<file path="config.mk">
export PLATFORM = sky130hd
export DESIGN_NAME = jk_sync_counter
export DESIGN_NICKNAME = d
export VERILOG_FILES = /design/src/rtl/jk_pkg.sv /design/src/rtl/jk_ff_rst.sv /design/src/rtl/jk_sync_counter.sv
export SDC_FILE = /design/constraint.sdc
export NUM_CORES = 1
export LEC_CHECK = 0
export BUFFER_PORTS_ARGS = -buffer_cell sky130_fd_sc_hd__buf_2
export CAP_MARGIN = 20
export CORE_AREA = 2 2 39 41
export CTS_CLUSTER_SIZE = 14
export DETAILED_ROUTE_END_ITERATION = 8
export DIE_AREA = 0 0 41 43
export PLACE_DENSITY = 0.67
export SYNTH_ARGS = -nofsm -noshare
export SYNTH_HDL_FRONTEND = slang
export SYNTH_HIERARCHICAL = 1
export SYNTH_SLANG_ARGS = --single-unit
</file>
<file path="constraint.sdc">
create_clock -name clk -period 4.61 [get_ports clk]
set_clock_uncertainty 0.2 [all_clocks]
set_input_delay 0.2305 -clock clk [delete_from_list [all_inputs] [get_ports clk]]
set_output_delay 0.2305 -clock clk [all_outputs]
set_load 0.01 [all_outputs]
</file>
<file path="src/rtl/jk_pkg.sv">
// Shared JK flip-flop encodings and the excitation function used by JK-based counters.
package jk_pkg;

    localparam logic [1:0] JK_HOLD   = 2'b00;
    localparam logic [1:0] JK_RESET  = 2'b01;
    localparam logic [1:0] JK_SET    = 2'b10;
    localparam logic [1:0] JK_TOGGLE = 2'b11;

    // {J,K} that moves a cell from cur to nxt; don't-cares resolve to 0, so toggle never appears.
    function automatic logic [1:0] jk_excite(input logic cur, input logic nxt);
        return {nxt & ~cur, ~nxt & cur};
    endfunction

endpackage

</file>
<file path="src/rtl/jk_ff_rst.sv">
// Single JK flip-flop cell with synchronous active-high reset.
module jk_ff_rst
    import jk_pkg::*;
(
    input  logic clk,
    input  logic rst,
    input  logic J,
    input  logic K,
    output logic Q,
    output logic nQ
);

    always_ff @(posedge clk) begin
        if (rst) begin
            Q <= 1'b0;
        end else begin
            case ({J, K})
                JK_HOLD:   Q <= Q;
                JK_RESET:  Q <= 1'b0;
                JK_SET:    Q <= 1'b1;
                JK_TOGGLE: Q <= ~Q;
                default:   Q <= Q;
            endcase
        end
    end

    assign nQ = ~Q;

endmodule

</file>
<file path="src/rtl/jk_sync_counter.sv">
// Modulo-MOD synchronous up/down counter: next-state mux drives per-bit JK excitation
// into a bank of JK cells, with a registered wrap pulse.
module jk_sync_counter
    import jk_pkg::*;
#(
    parameter int unsigned WIDTH = 4,
    parameter int unsigned MOD   = 10
) (
    input  logic             clk,
    input  logic             rst,
    input  logic             clr,
    input  logic             load,
    input  logic [WIDTH-1:0] d,
    input  logic             en,
    input  logic             up_dn,
    output logic [WIDTH-1:0] q,
    output logic [WIDTH-1:0] q_n,
    output logic             tc,
    output logic             wrap
);

    // Comparisons are done in WIDTH+1 bits so MOD == 2**WIDTH is representable.
    localparam logic [WIDTH:0] MOD_W = MOD[WIDTH:0];
    localparam logic [WIDTH:0] MAX_W = MOD_W - 1'b1;

    logic [WIDTH:0]   q_ext;
    logic [WIDTH:0]   sum;
    logic [WIDTH-1:0] nxt;
    logic [WIDTH-1:0] j;
    logic [WIDTH-1:0] k;
    logic             wrap_d;
    logic             wrap_q;

    assign q_ext = {1'b0, q};
    assign sum   = q_ext + 1'b1;

    always_comb begin
        nxt    = q;
        wrap_d = 1'b0;
        if (clr) begin
            nxt = '0;
        end else if (load) begin
            if ({1'b0, d} >= MOD_W) begin
                nxt = MAX_W[WIDTH-1:0];
            end else begin
                nxt = d;
            end
        end else if (en) begin
            if (q_ext >= MOD_W) begin
                nxt = '0;
            end else if (up_dn) begin
                if (q_ext == MAX_W) begin
                    nxt    = '0;
                    wrap_d = 1'b1;
                end else begin
                    nxt = sum[WIDTH-1:0];
                end
            end else begin
                if (q == '0) begin
                    nxt    = MAX_W[WIDTH-1:0];
                    wrap_d = 1'b1;
                end else begin
                    nxt = q - 1'b1;
                end
            end
        end
    end

    always_comb begin
        j = '0;
        k = '0;
        for (int i = 0; i < int'(WIDTH); i++) begin
            if (rst) begin
                {j[i], k[i]} = JK_RESET;
            end else begin
                {j[i], k[i]} = jk_excite(q[i], nxt[i]);
            end
        end
    end

    for (genvar g = 0; g < int'(WIDTH); g++) begin : g_cell
        jk_ff_rst u_cell (
            .clk (clk),
            .rst (rst),
            .J   (j[g]),
            .K   (k[g]),
            .Q   (q[g]),
            .nQ  (q_n[g])
        );
    end

    always_ff @(posedge clk) begin
        if (rst) begin
            wrap_q <= 1'b0;
        end else begin
            wrap_q <= wrap_d;
        end
    end

    assign wrap = wrap_q;
    assign tc   = en & (up_dn ? (q_ext == MAX_W) : (q == '0));

endmodule
</file>
==> PnR_summary.wiki, run 1 <==
{| class="wikitable"
! Metric !! Value
|-
| Aggregate routed wire length || 1340 um
|-
| Cells after synthesis || 72
|-
| Fraction of final layout cells with drive strength greater than 1 || 27.8%
|-
| Layout overhead on the synthesized area || 17.6%
|-
| Number of antenna violations at the first check in global routing || 0
|-
| Clk buf depth || 2
|-
| Number of top-level pins || 20
|-
| Total nets after synthesis || 82
|-
| Overall overflow remaining after global route || 0
|-
| Vias per inst || 5.56
|-
| Max-capacitance violation count || 0
|-
| Total negative setup slack || 0 ns
|-
| Die W || 41 um
|-
| Critical path origin || g_cell[3].u_cell/Q
|-
| Yosys top cell by area || dfxtp_1
|-
| Total of warnings raised by yosys || 6
|-
| Reg-to-reg critical path startpoint || g_cell[3].u_cell/Q
|-
| Worst setup slack after placement || 2.59 ns
|-
| Slew margin rel. || 66.8%
|-
| Via Count || 589
|-
| Arrival @ worst endpoint || 1.99 ns
|-
| Number of buffers added for setup after CTS || 0
|-
| Result of the run || finished clean
|-
| Startpoint type of the worst setup path || register
|-
| # DRC || 0
|-
| Number of hold violations in the final report || 0
|-
| Buffers on Ports || 19
|-
| Cell with the largest stage delay on the worst path || dfxtp_1
|-
| Starting Density || 38.0%
|-
| EDFF count, synth || 0
|-
| Proportion of netlist area held by the largest area contributor || 19.0%
|-
| Leading cell types by total area after synthesis || dfxtp_1, a211oi_1, buf_6, a21oi_1, nor2_1
|-
| Top delay family on crit path || compound AO/OA/AOI/OAI gates
|-
| Detail-routed net length per standard cell || 12.6 um
|-
| Maximum fanout along the worst path || 17
|-
| Slew at the pin closest to its max-slew limit || 0.497 ns
|-
| Number of antenna cells inserted || 0
|-
| Number of global-route vias before repair || 477
|-
| Number of buffers inserted by hold repair at cts || 0
|-
| Data required time at the worst endpoint || 4.57 ns
|-
| Leading cell types by count after synthesis || nor2_1, a211oi_1, a21oi_1
|-
| Most instantiated library cell after synthesis || nor2_1
|-
| Minimum period implied by the final worst setup slack || 2.03 ns
|-
| # rows || 14
|-
| Number of nets in the finished design || 101
|-
| Maximum frequency from static timing analysis || 493 MHz
|-
| Placer Congestion || 0.813
|-
| Number of distinct library cells after synthesis || 29
|-
| Clock sinks || 5
|-
| Hold Crit Start || rst
|-
| Setup-failing EPs final || 0
|-
| Detailed Routing Iterations Pass 1 || 4
|-
| Die Ht || 43 um
|-
| Portion of the post-synthesis area used by sequential elements || 19.0%
|-
| CP Buf/Inv Count || 0
|-
| Violation count after the first detailed-routing iteration || 18
|-
| Pin count of the biggest net entering global routing || 18
|-
| Slowest cell delay on critical path || 0.46 ns
|-
| Power density over the cells || 229 mW/mm^2
|-
| Number of antenna-violating nets in the routed design || 0
|-
| TritonCTS Buffers || 3
|-
| TritonCTS clock tree || yes
|-
| Utilization of the core after routing || 44.7%
|-
| Worst setup slack after layout || 2.58 ns
|-
| Max-slew violation count || 0
|-
| Capturing element type of the critical path || register
|-
| Global-route wire length before repair || 2060 um
|-
| Placeable Area || 0.00138 sq mm
|-
| IR drop worst, VDD || 0.0974 mV
|-
| Worst min-delay path category || primary input to register
|-
| Synthesized area per cell || 7.30 sq um
|-
| Final period util || 44.0%
|-
| Clock transition time at the flip-flop clock pins of the worst setup and hold paths || 0.05 ns
|-
| Synthesized flop and latch total || 5
|-
| Share of synthesized flip-flops with an asynchronous set or reset || 0%
|-
| Synth Cell Area || 526 sq um
|-
| HPWL after DPL || 934 um
|-
| Worst skew pair latency || 0.25 ns
|-
| Total global routing track utilization || 16.9%
|-
| Die outline area || 0.00176 sq mm
|-
| Chain of cells forming the critical path || or3_4 > a211o_1 > a311o_1 > a211oi_1
|-
| Root Buffer || clkbuf_4
|-
| Number of resized instances in the post-cts repair step || 0
|-
| H-tree levels || 1
|-
| RSZ-0062 raised after global routing || false
|-
| Most common flop cell mapped by yosys || dfxtp_1
|-
| Crit Path Class || register to register
|-
| Leak Pwr || 0.252 nW
|}
placed cells by master (no fill, tap or decap), drive strengths merged:
master and instances:
buf 19, nor2 8, a211oi 7, a21oi 6, dfxtp 5, nand3 4, inv 4, clkbuf 4
nand2 3, o21ai 3, or3 3, xor2 2, nor2b 2, o21a 2, nand2b 2, o22ai 2
and2 2, nand3b 2, a211o 1, a311o 1, a22oi 1, or2 1, nor3 1, o311a 1
o221a 1, and3b 1, o31ai 1, nor4 1
final timing paths:
path	to	slack, ns	cells past startpoint
worst min-delay path	g_cell[1].u_cell/Q	0.1	2
worst max-delay path	g_cell[3].u_cell/Q	2.58	4
worst max register to register	g_cell[3].u_cell/Q	2.58	4
worst min register to register	g_cell[2].u_cell/Q	0.47	2
where the power goes:
part	leakage [nW]	internal, mW	switching, mW
Sequential	0.0406	0.0451	0.00582
Clock	0.0150	0.0329	0.0202
Combinational	0.196	0.0176	0.0198
state kept, by name (all words and copies together), names as in the netlist:
register	count
g_cell.u_cell/Q	4
wrap	1
layer usage:
layer  GRT usage [%]  part of all wire, %
met5               0                    0
met4            10.7                  1.9
met3            3.66                  7.0
met2            21.9                   46
met1            24.3                   45
cell families (layout without fill, tap and decap cells):
kind of cell,after synthesis,count (layout),share of synthesized area [%]
and+or+nand+nor,30,30,31.2
DFF,5,5,19.0
buffers and inverters,9,27,12.1
xor gates and xnor gates,2,2,3.33
AOI/OAI and AO/OA,26,26,34.3
layout make-up:
class                      count  area (sq um)
fill                         146           766
multi-input combinational     58           362
sequential                     5           100
timing repair buffer          19          95.1
clock buffer                   4          26.3
tap                           16          20.0
inverter                       4          15.0
metrics by stage:
stage	total power, mW	hold slack [ns]	std cells	instance area, sq um
floorplan	0.0770	0.109	72	526
global placement	0.0874	0.350	102	592
detailed placement	0.0882	0.348	102	592
CTS	0.143	0.0905	106	618
global route	0.150	0.107	106	618
finish	0.141	0.0971	106	618
worst register-to-register path: stages (launching register included):
cell and delay, ns:
dfxtp_1 0.46, or3_4 0.46, a211o_1 0.29, a311o_1 0.32
a211oi_1 0.21
Power figures use the tool's default switching activity.
==> run 2: changes to the inputs <==
- clock period: 4.61 -> 1.9 ns (I/O delays scaled with it)
==> run 2 against run 1 <==
Combinational power grew to 3.1 times the previous value. Largest power group unchanged. Critical endpoint unchanged. Register-to-register slack lost 2.5 ns. Hold slack lost 0.079 ns. Clock power grew 140%. Critical path depth grew 3. First-iteration DRC count shrank 33%.
==> PnR_summary.wiki, run 2 (synthesized netlist as in run 1, its figures left out) <==
{| class="wikitable"
! Metric !! Value
|-
| Overall overflow remaining after global route || 0 (unchanged)
|-
| Placeable Area || 0.00138 sq mm (unchanged)
|-
| Minimum period implied by the final worst setup slack || 1.82 ns
|-
| Total global routing track utilization || 20.2% (was 16.9%)
|-
| Clk buf depth || 2 (unchanged)
|-
| Layout overhead on the synthesized area || 33.8% (was 17.6%)
|-
| Pin count of the biggest net entering global routing || 17 (was 18)
|-
| Number of antenna cells inserted || 0 (unchanged)
|-
| Cell count after placement || 107 (was 102)
|-
| Number of antenna-violating nets in the routed design || 0 (unchanged)
|-
| Data required time at the worst endpoint || 1.86 ns (was 4.57 ns)
|-
| Die Ht || 43 um (unchanged)
|-
| Aggregate routed wire length || 1450 um (was 1340 um)
|-
| Final period util || 95.8%
|-
| Chain of cells forming the critical path || dlygate4sd3_1 > buf_2 > or2_4 > or3_1 > a21oi_1 > nor2_1 > a211oi_1 (was or3_4 > a211o_1 > a311o_1 > a211oi_1)
|-
| Slew margin rel. || 77.8% (was 66.8%)
|-
| Placer Congestion || 0.878 (was 0.813)
|-
| Register bank with the most flops || g_cell.u_cell/Q (unchanged)
|-
| Starting Density || 38.0% (unchanged)
|-
| Number of flip-flops in the largest register || 4 (unchanged)
|-
| Root Buffer || clkbuf_4 (unchanged)
|-
| Number of nets in the finished design || 109 (was 101)
|-
| Detail-routed net length per standard cell || 12.7 um (was 12.6 um)
|-
| Clock sinks || 5 (unchanged)
|-
| IR drop worst, VDD || 0.263 mV (was 0.0974 mV)
|-
| Slowest cell delay on critical path || 0.53 ns (was 0.46 ns)
|-
| # rows || 14 (unchanged)
|-
| Clock transition time at the flip-flop clock pins of the worst setup and hold paths || 0.05 ns (about the same)
|-
| Number of antenna violations at the first check in global routing || 0 (unchanged)
|-
| CP Buf/Inv Count || 2 (was 0)
|-
| Detailed Routing Iterations Pass 1 || 4 (unchanged)
|-
| Worst setup slack after layout || 0.0806 ns (was 2.58 ns)
|-
| Power density over the cells || 512 mW/mm^2 (was 229 mW/mm^2)
|-
| Crit Path Class || primary input to register (was register to register)
|-
| Setup-failing EPs final || 0 (unchanged)
|-
| Arrival @ worst endpoint || 1.78 ns (was 1.99 ns)
|-
| Worst hold margin || 0.0182 ns (was 0.0971 ns)
|-
| Number of global-route vias before repair || 509 (was 477)
|-
| Commonest non-fill, non-tap cells in the layout || buf_2, nor2_1, a211oi_1, a21oi_1, buf_4 (was buf_2, nor2_1, a211oi_1, a21oi_1, dfxtp_1)
|-
| Vias per inst || 5.55 (was 5.56)
|-
| Die outline area || 0.00176 sq mm (unchanged)
|-
| Max-slew violation count || 0 (unchanged)
|-
| # DRC || 0 (unchanged)
|-
| TritonCTS Buffers || 3 (unchanged)
|-
| Utilization of the core after routing || 50.8% (was 44.7%)
|-
| Startpoint type of the worst setup path || primary input (was register)
|-
| Buffers on Ports || 19 (unchanged)
|-
| Maximum fanout along the worst path || 9 (was 17)
|-
| H-tree levels || 1 (unchanged)
|-
| Violation count after the first detailed-routing iteration || 12 (was 18)
|-
| Capturing element type of the critical path || register (unchanged)
|-
| TritonCTS clock tree || yes (unchanged)
|-
| Slew at the pin closest to its max-slew limit || 0.330 ns (was 0.497 ns)
|-
| Number of buffers added for setup after CTS || 0 (unchanged)
|-
| Reg2Reg Setup Slack || 0.09 ns (was 2.58 ns)
|-
| Maximum frequency from static timing analysis || 550 MHz
|-
| Worst skew pair latency || 0.25 ns (about the same)
|-
| Top delay family on crit path || buffers and inverters (was compound AO/OA/AOI/OAI gates)
|-
| Post-detailed-placement cell area || 629 sq um (was 592 sq um)
|-
| Via Count || 633 (was 589)
|-
| Cell with the largest stage delay on the worst path || dlygate4sd3_1 (was dfxtp_1)
|-
| Global-route wire length before repair || 2350 um (was 2060 um)
|-
| Post-Layout Inst Area || 703 sq um (was 618 sq um)
|-
| Leading cell type in the layout, fill and taps excluded || buf_2 (unchanged)
|-
| Worst min-delay path category || primary input to register (unchanged)
|-
| Result of the run || finished clean (unchanged)
|-
| Number of top-level pins || 20 (unchanged)
|-
| Number of hold violations in the final report || 0 (unchanged)
|-
| Non-filler instance count after layout || 114 (was 106)
|-
| Fraction of final layout cells with drive strength greater than 1 || 34.7% (was 27.8%)
|-
| Max-capacitance violation count || 0 (unchanged)
|-
| RSZ-0062 raised after global routing || true (was false)
|-
| HPWL after DPL || 1100 um (was 934 um)
|-
| Die W || 41 um (unchanged)
|-
| Worst setup slack after placement || 0.0740 ns (was 2.59 ns)
|-
| Leak Pwr || 0.299 nW (was 0.252 nW)
|}
[run 2: cell count changes in the layout (fill, tap and decap cells not counted)]
cell           previous run  this run
buf_4                     0         5
dfxtp_1                   5         3
dfxtp_2                   0         2
dlygate4sd3_1             0         3
nor2b_1                   2         1
nor2b_4                   0         1
nor3_1                    1         0
nor3_2                    0         1
or2_2                     1         0
or2_4                     0         1
[run 2: final cells by class]
cell class                      count  area (sq um)
Clock buffer                        4          26.3
Sequential cell                     5           103
Tap cell                           16          20.0
Inverter                            4          15.0
Multi-Input combinational cell     58           377
Timing Repair Buffer               27           163
Fill cell                         144           681
[run 2: path summary, 6_finish.rpt]
check                startpoint            endpoint  cells after the start
max reg2reg  g_cell[0].u_cell/Q  g_cell[3].u_cell/Q                      4
min reg2reg  g_cell[3].u_cell/Q                wrap                      2
min                       up_dn                wrap                      3
max                         rst  g_cell[3].u_cell/Q                      7
[run 2: worst min-delay path, stage by stage]
cell,delay [ns]
buf_2,0.15
nand3_1,0.11
a211oi_1,0.07
[run 2: what timing repair did]
item | in CTS | in global routing
setup endpoints to repair | 0 | 3
resized for setup | 0 | 6
hold buffers | 3 | 0
hold endpoints to repair | 4 | 0
[run 2: metrics by stage]
stage	power [mW]	setup TNS (ns)
3_5_place_dp	0.222	0
5_1_grt	0.388	-0.00686
4_1_cts	0.357	0
2_1_floorplan	0.188	0
6_report	0.360	0
3_3_place_gp	0.221	0
[run 2: power breakdown]
group	switching (mW)	internal (mW)	total [mW]
sequential	0.00634	0.110	0.116
clock	0.0488	0.0798	0.129
combinational	0.0598	0.0549	0.115
total	0.115	0.245	0.360
[run 2: metal layers]
metal  vias up  wire length, um  track usage, %
met2        16              739            30.0
met3         4               70            7.85
met4         0               19            8.00
met5         -                0               0
li1        317                -               -
met1       296              619            25.0
==> run 3: changes to the inputs <==
- PLACE_DENSITY: 0.67 -> 0.68
- SYNTH_HIERARCHICAL: 1 -> not set
==> run 3 against run 2 <==
Power rose by 5.2%. Critical path depth unchanged. Global-route usage shrank 0.90 points. Cell count rose by 1.8%. Synthesized cell count unchanged. Sequential power about the same. Highest routed layer unchanged.
==> PnR_summary.wiki, run 3 <==
{| class="wikitable"
! Metric !! Value
|-
| Result of the run || finished clean (unchanged)
|-
| Fraction of synthesized cell area in xor and xnor cells || 0% (was 3.33%)
|-
| Fill cells || 140 (was 144)
|-
| Slew margin rel. || 71.0% (was 77.8%)
|-
| Max-capacitance violation count || 0 (unchanged)
|-
| Root Buffer || clkbuf_4 (unchanged)
|-
| Total negative setup slack || 0 ns (unchanged)
|-
| Dominant combinational cell family by area after synthesis || compound AO/OA/AOI/OAI gates (unchanged)
|-
| Placeable Area || 0.00138 sq mm (unchanged)
|-
| TritonCTS clock tree || yes (unchanged)
|-
| CP Buf/Inv Count || 3 (was 2)
|-
| Register bank with the most flops || g_cell.u_cell.Q (was g_cell.u_cell/Q)
|-
| Number of antenna-violating nets in the routed design || 0 (unchanged)
|-
| Worst min-delay path category || primary input to register (unchanged)
|-
| Global-route wire length before repair || 2360 um (was 2350 um)
|-
| Mux cell area share after synthesis || 2.07% (was 0%)
|-
| Worst hold margin || 0.0404 ns (was 0.0182 ns)
|-
| Worst setup slack after placement || 0.172 ns (was 0.0740 ns)
|-
| Chain of cells forming the critical path || inv_2 > ha_1 > buf_4 > nor3b_2 > a31oi_2 > nor3_2 > buf_2 (was dlygate4sd3_1 > buf_2 > or2_4 > or3_1 > a21oi_1 > nor2_1 > a211oi_1)
|-
| Detail-routed net length per standard cell || 12.2 um (was 12.7 um)
|-
| Total nets after synthesis || 87 (was 82)
|-
| Leading cell types by count after synthesis || a21oi_1, buf_4, inv_1 (was nor2_1, a211oi_1, a21oi_1)
|-
| # rows || 14 (unchanged)
|-
| Synthesized area per cell || 7.56 sq um (was 7.30 sq um)
|-
| Reg2Reg Setup Slack || 0.12 ns (was 0.09 ns)
|-
| Commonest non-fill, non-tap cells in the layout || buf_2, a21oi_1, dlygate4sd3_1, buf_4 (was buf_2, nor2_1, a211oi_1, a21oi_1, buf_4)
|-
| Die Ht || 43 um (unchanged)
|-
| Die W || 41 um (unchanged)
|-
| Starting Density || 39.3% (was 38.0%)
|-
| Violation count after the first detailed-routing iteration || 12 (unchanged)
|-
| Final period util || 97.4% (was 95.8%)
|-
| Aggregate routed wire length || 1410 um (was 1450 um)
|-
| Die outline area || 0.00176 sq mm (unchanged)
|-
| Worst setup slack after layout || 0.0501 ns (was 0.0806 ns)
|-
| Cell with the largest stage delay on the worst path || dfxtp_1 (was dlygate4sd3_1)
|-
| Capture point of the critical path || tc (was g_cell[3].u_cell/Q)
|-
| Number of top-level pins || 20 (unchanged)
|-
| Total of warnings raised by yosys || 0 (was 6)
|-
| Total Power Consumption || 0.378 mW (was 0.360 mW)
|-
| Number of flip-flops in the largest register || 4 (unchanged)
|-
| Post-detailed-placement cell area || 616 sq um (was 629 sq um)
|-
| Data required time at the worst endpoint || 1.60 ns (was 1.86 ns)
|-
| Portion of the post-synthesis area used by sequential elements || 18.4% (was 19.0%)
|-
| Register-to-Register Path Depth || 9 (was 4)
|-
| Clk buf depth || 2 (unchanged)
|-
| Maximum frequency from static timing analysis || 541 MHz (was 550 MHz)
|-
| Crit. path cell count || 7 (unchanged)
|-
| Clock sinks || 5 (unchanged)
|-
| Number of antenna cells inserted || 0 (unchanged)
|-
| Arrival @ worst endpoint || 1.55 ns (was 1.78 ns)
|-
| Crit Path Class || register to output pin (was primary input to register)
|-
| Proportion of netlist area held by the largest area contributor || 18.4% (was 19.0%)
|-
| Layout overhead on the synthesized area || 40.5% (was 33.8%)
|-
| Clock transition time at the flip-flop clock pins of the worst setup and hold paths || 0.05 ns (about the same)
|-
| Number of hold violations in the final report || 0 (unchanged)
|-
| TritonCTS Buffers || 3 (unchanged)
|-
| Slowest cell delay on critical path || 0.34 ns (was 0.53 ns)
|-
| Cell count after placement || 101 (was 107)
|-
| Overall overflow remaining after global route || 0 (unchanged)
|-
| Minimum period implied by the final worst setup slack || 1.85 ns (was 1.82 ns)
|-
| Cells after synthesis || 72 (unchanged)
|-
| H-tree levels || 1 (unchanged)
|-
| Detailed Routing Iterations Pass 1 || 4 (unchanged)
|-
| Placer Congestion || 0.827 (was 0.878)
|-
| Share of synthesized flip-flops with an asynchronous set or reset || 0% (unchanged)
|-
| Worst skew pair latency || 0.26 ns (was 0.25 ns)
|-
| IR drop worst, VDD || 0.220 mV (was 0.263 mV)
|-
| Fraction of the mapped netlist area in simple logic gates || 23.2% (was 31.2%)
|-
| Number of global-route vias before repair || 590 (was 509)
|-
| Leading cell type in the layout, fill and taps excluded || buf_2 (unchanged)
|-
| Synth Cell Area || 544 sq um (was 526 sq um)
|-
| Maximum fanout along the worst path || 3 (was 9)
|-
| Fraction of final layout cells with drive strength greater than 1 || 40.0% (was 34.7%)
|-
| Critical path origin || g_cell[0].u_cell.Q (was rst)
|-
| Arithmetic-cell share of the synthesized area counting full adders, half adders and majority gates || 11.5% (was 0%)
|-
| Leading cell types by total area after synthesis || dfxtp_1, ha_1, buf_4, a21oi_1, inv_1 (was dfxtp_1, a211oi_1, buf_6, a21oi_1, nor2_1)
|-
| RSZ-0062 raised after global routing || true (unchanged)
|-
| Total global routing track utilization || 19.3% (was 20.2%)
|-
| Leak Pwr || 0.358 nW (was 0.299 nW)
|-
| Via Count || 609 (was 633)
|-
| Slew at the pin closest to its max-slew limit || 0.434 ns (was 0.330 ns)
|-
| Yosys top cell by area || dfxtp_1 (unchanged)
|-
| Top delay family on crit path || flip-flops (was buffers and inverters)
|-
| Most instantiated library cell after synthesis || a21oi_1 (was nor2_1)
|-
| Synthesized flop and latch total || 5 (unchanged)
|-
| EDFF count, synth || 0 (unchanged)
|-
| Startpoint type of the worst setup path || register (was primary input)
|-
| Setup-failing EPs final || 0 (unchanged)
|-
| Number of antenna violations at the first check in global routing || 0 (unchanged)
|-
| Reg-to-reg critical path startpoint || g_cell[0].u_cell.Q (was g_cell[0].u_cell/Q)
|-
| Vias per inst || 5.25 (was 5.55)
|-
| Power density over the cells || 495 mW/mm^2 (was 512 mW/mm^2)
|-
| # DRC || 0 (unchanged)
|-
| Share of the synthesized area in compound gates (AO/OA/AOI/OAI) || 25.1% (was 34.3%)
|-
| Post-Layout Inst Area || 764 sq um (was 703 sq um)
|-
| Capturing element type of the critical path || output pin (was register)
|-
| Crit Reg-Reg Endpoint || wrap (was g_cell[3].u_cell/Q)
|-
| Max-slew violation count || 0 (unchanged)
|-
| Utilization of the core after routing || 55.2% (was 50.8%)
|-
| HPWL after DPL || 954 um (was 1100 um)
|-
| Number of distinct library cells after synthesis || 29 (unchanged)
|-
| Pin count of the biggest net entering global routing || 13 (was 17)
|-
| Non-filler instance count after layout || 116 (was 114)
|-
| Most common flop cell mapped by yosys || dfxtp_1 (unchanged)
|-
| Buffers on Ports || 19 (unchanged)
|-
| Number of nets in the finished design || 116 (was 109)
|-
| Hold Path Depth || 3 (unchanged)
|}
## run 3: cell count changes after synthesis, sizes merged, moves of 3 or more
cell and change:
buf +6, inv +3, or3 -3, a211oi -5, nand3 -3, nor2 -3
nor4b +3, ha +5, a21oi +4
## run 3: how the worst min path moves through the flow
stage               startpoint            endpoint  slack (ns)
global placement          d[0]  g_cell[0].u_cell.Q        0.19
finish                    d[1]  g_cell[1].u_cell.Q        0.04
CTS                       d[1]  g_cell[1].u_cell.Q        0.05
detailed placement        d[0]  g_cell[0].u_cell.Q        0.20
floorplan                 load  g_cell[0].u_cell.Q        0.05
global route              d[1]  g_cell[1].u_cell.Q        0.06
## run 3: cells by family (layout without fill, tap and decap cells)
logic type               count (synthesis)  count (layout)
adder cells (fa/ha/maj)                  5               5
AO/OA/AOI/OAI                           22              22
AND/OR/NAND/NOR                         21              21
multiplexers                             1               1
buffers and inverters                   18              46
flip-flops                               5               5
## run 3: cell type report
| class | count | area [sq um] | share of cell area (%) |
|---|---|---|---|
| multi-input combinational | 49 | 355 | 46.5 |
| clock buffer | 4 | 26.3 | 3.44 |
| sequential | 5 | 101 | 13.3 |
| inverter | 7 | 26.3 | 3.44 |
| timing repair buffer | 35 | 235 | 30.8 |
| tap | 16 | 20.0 | 2.62 |
## run 3: worst register-to-register path, stage by stage, from the launching register on
cell and delay [ns]:
dfxtp_1 0.34, inv_2 0.04, ha_1 0.20, buf_4 0.14, nor3b_2 0.15, a31oi_2 0.22, buf_4 0.14, buf_4 0.09
nor2_1 0.03, and3_1 0.13
## run 3: repair_timing
action / in CTS / in global routing
setup buffers: 2 / 1
hold endpoints to repair: 4 / 0
pin swaps: 0 / 1
endpoints found under the setup margin: 1 / 3
gates resized for setup: 1 / 6
hold buffers: 8 / 0
## run 3: routing by layer
layer  up-vias  track usage, %  wire (um)
met5         -               0          0
li1        305               -          -
met1       281            23.4        620
met3         3            4.71         58
met4         0            6.00         19
met2        20            31.6        715
## run 3: report_power, final
group / switching [mW] / internal, mW / leakage, nW
clock: 0.0535 / 0.0800 / 0.0150
sequential: 0.00625 / 0.110 / 0.0413
combinational: 0.0626 / 0.0662 / 0.302
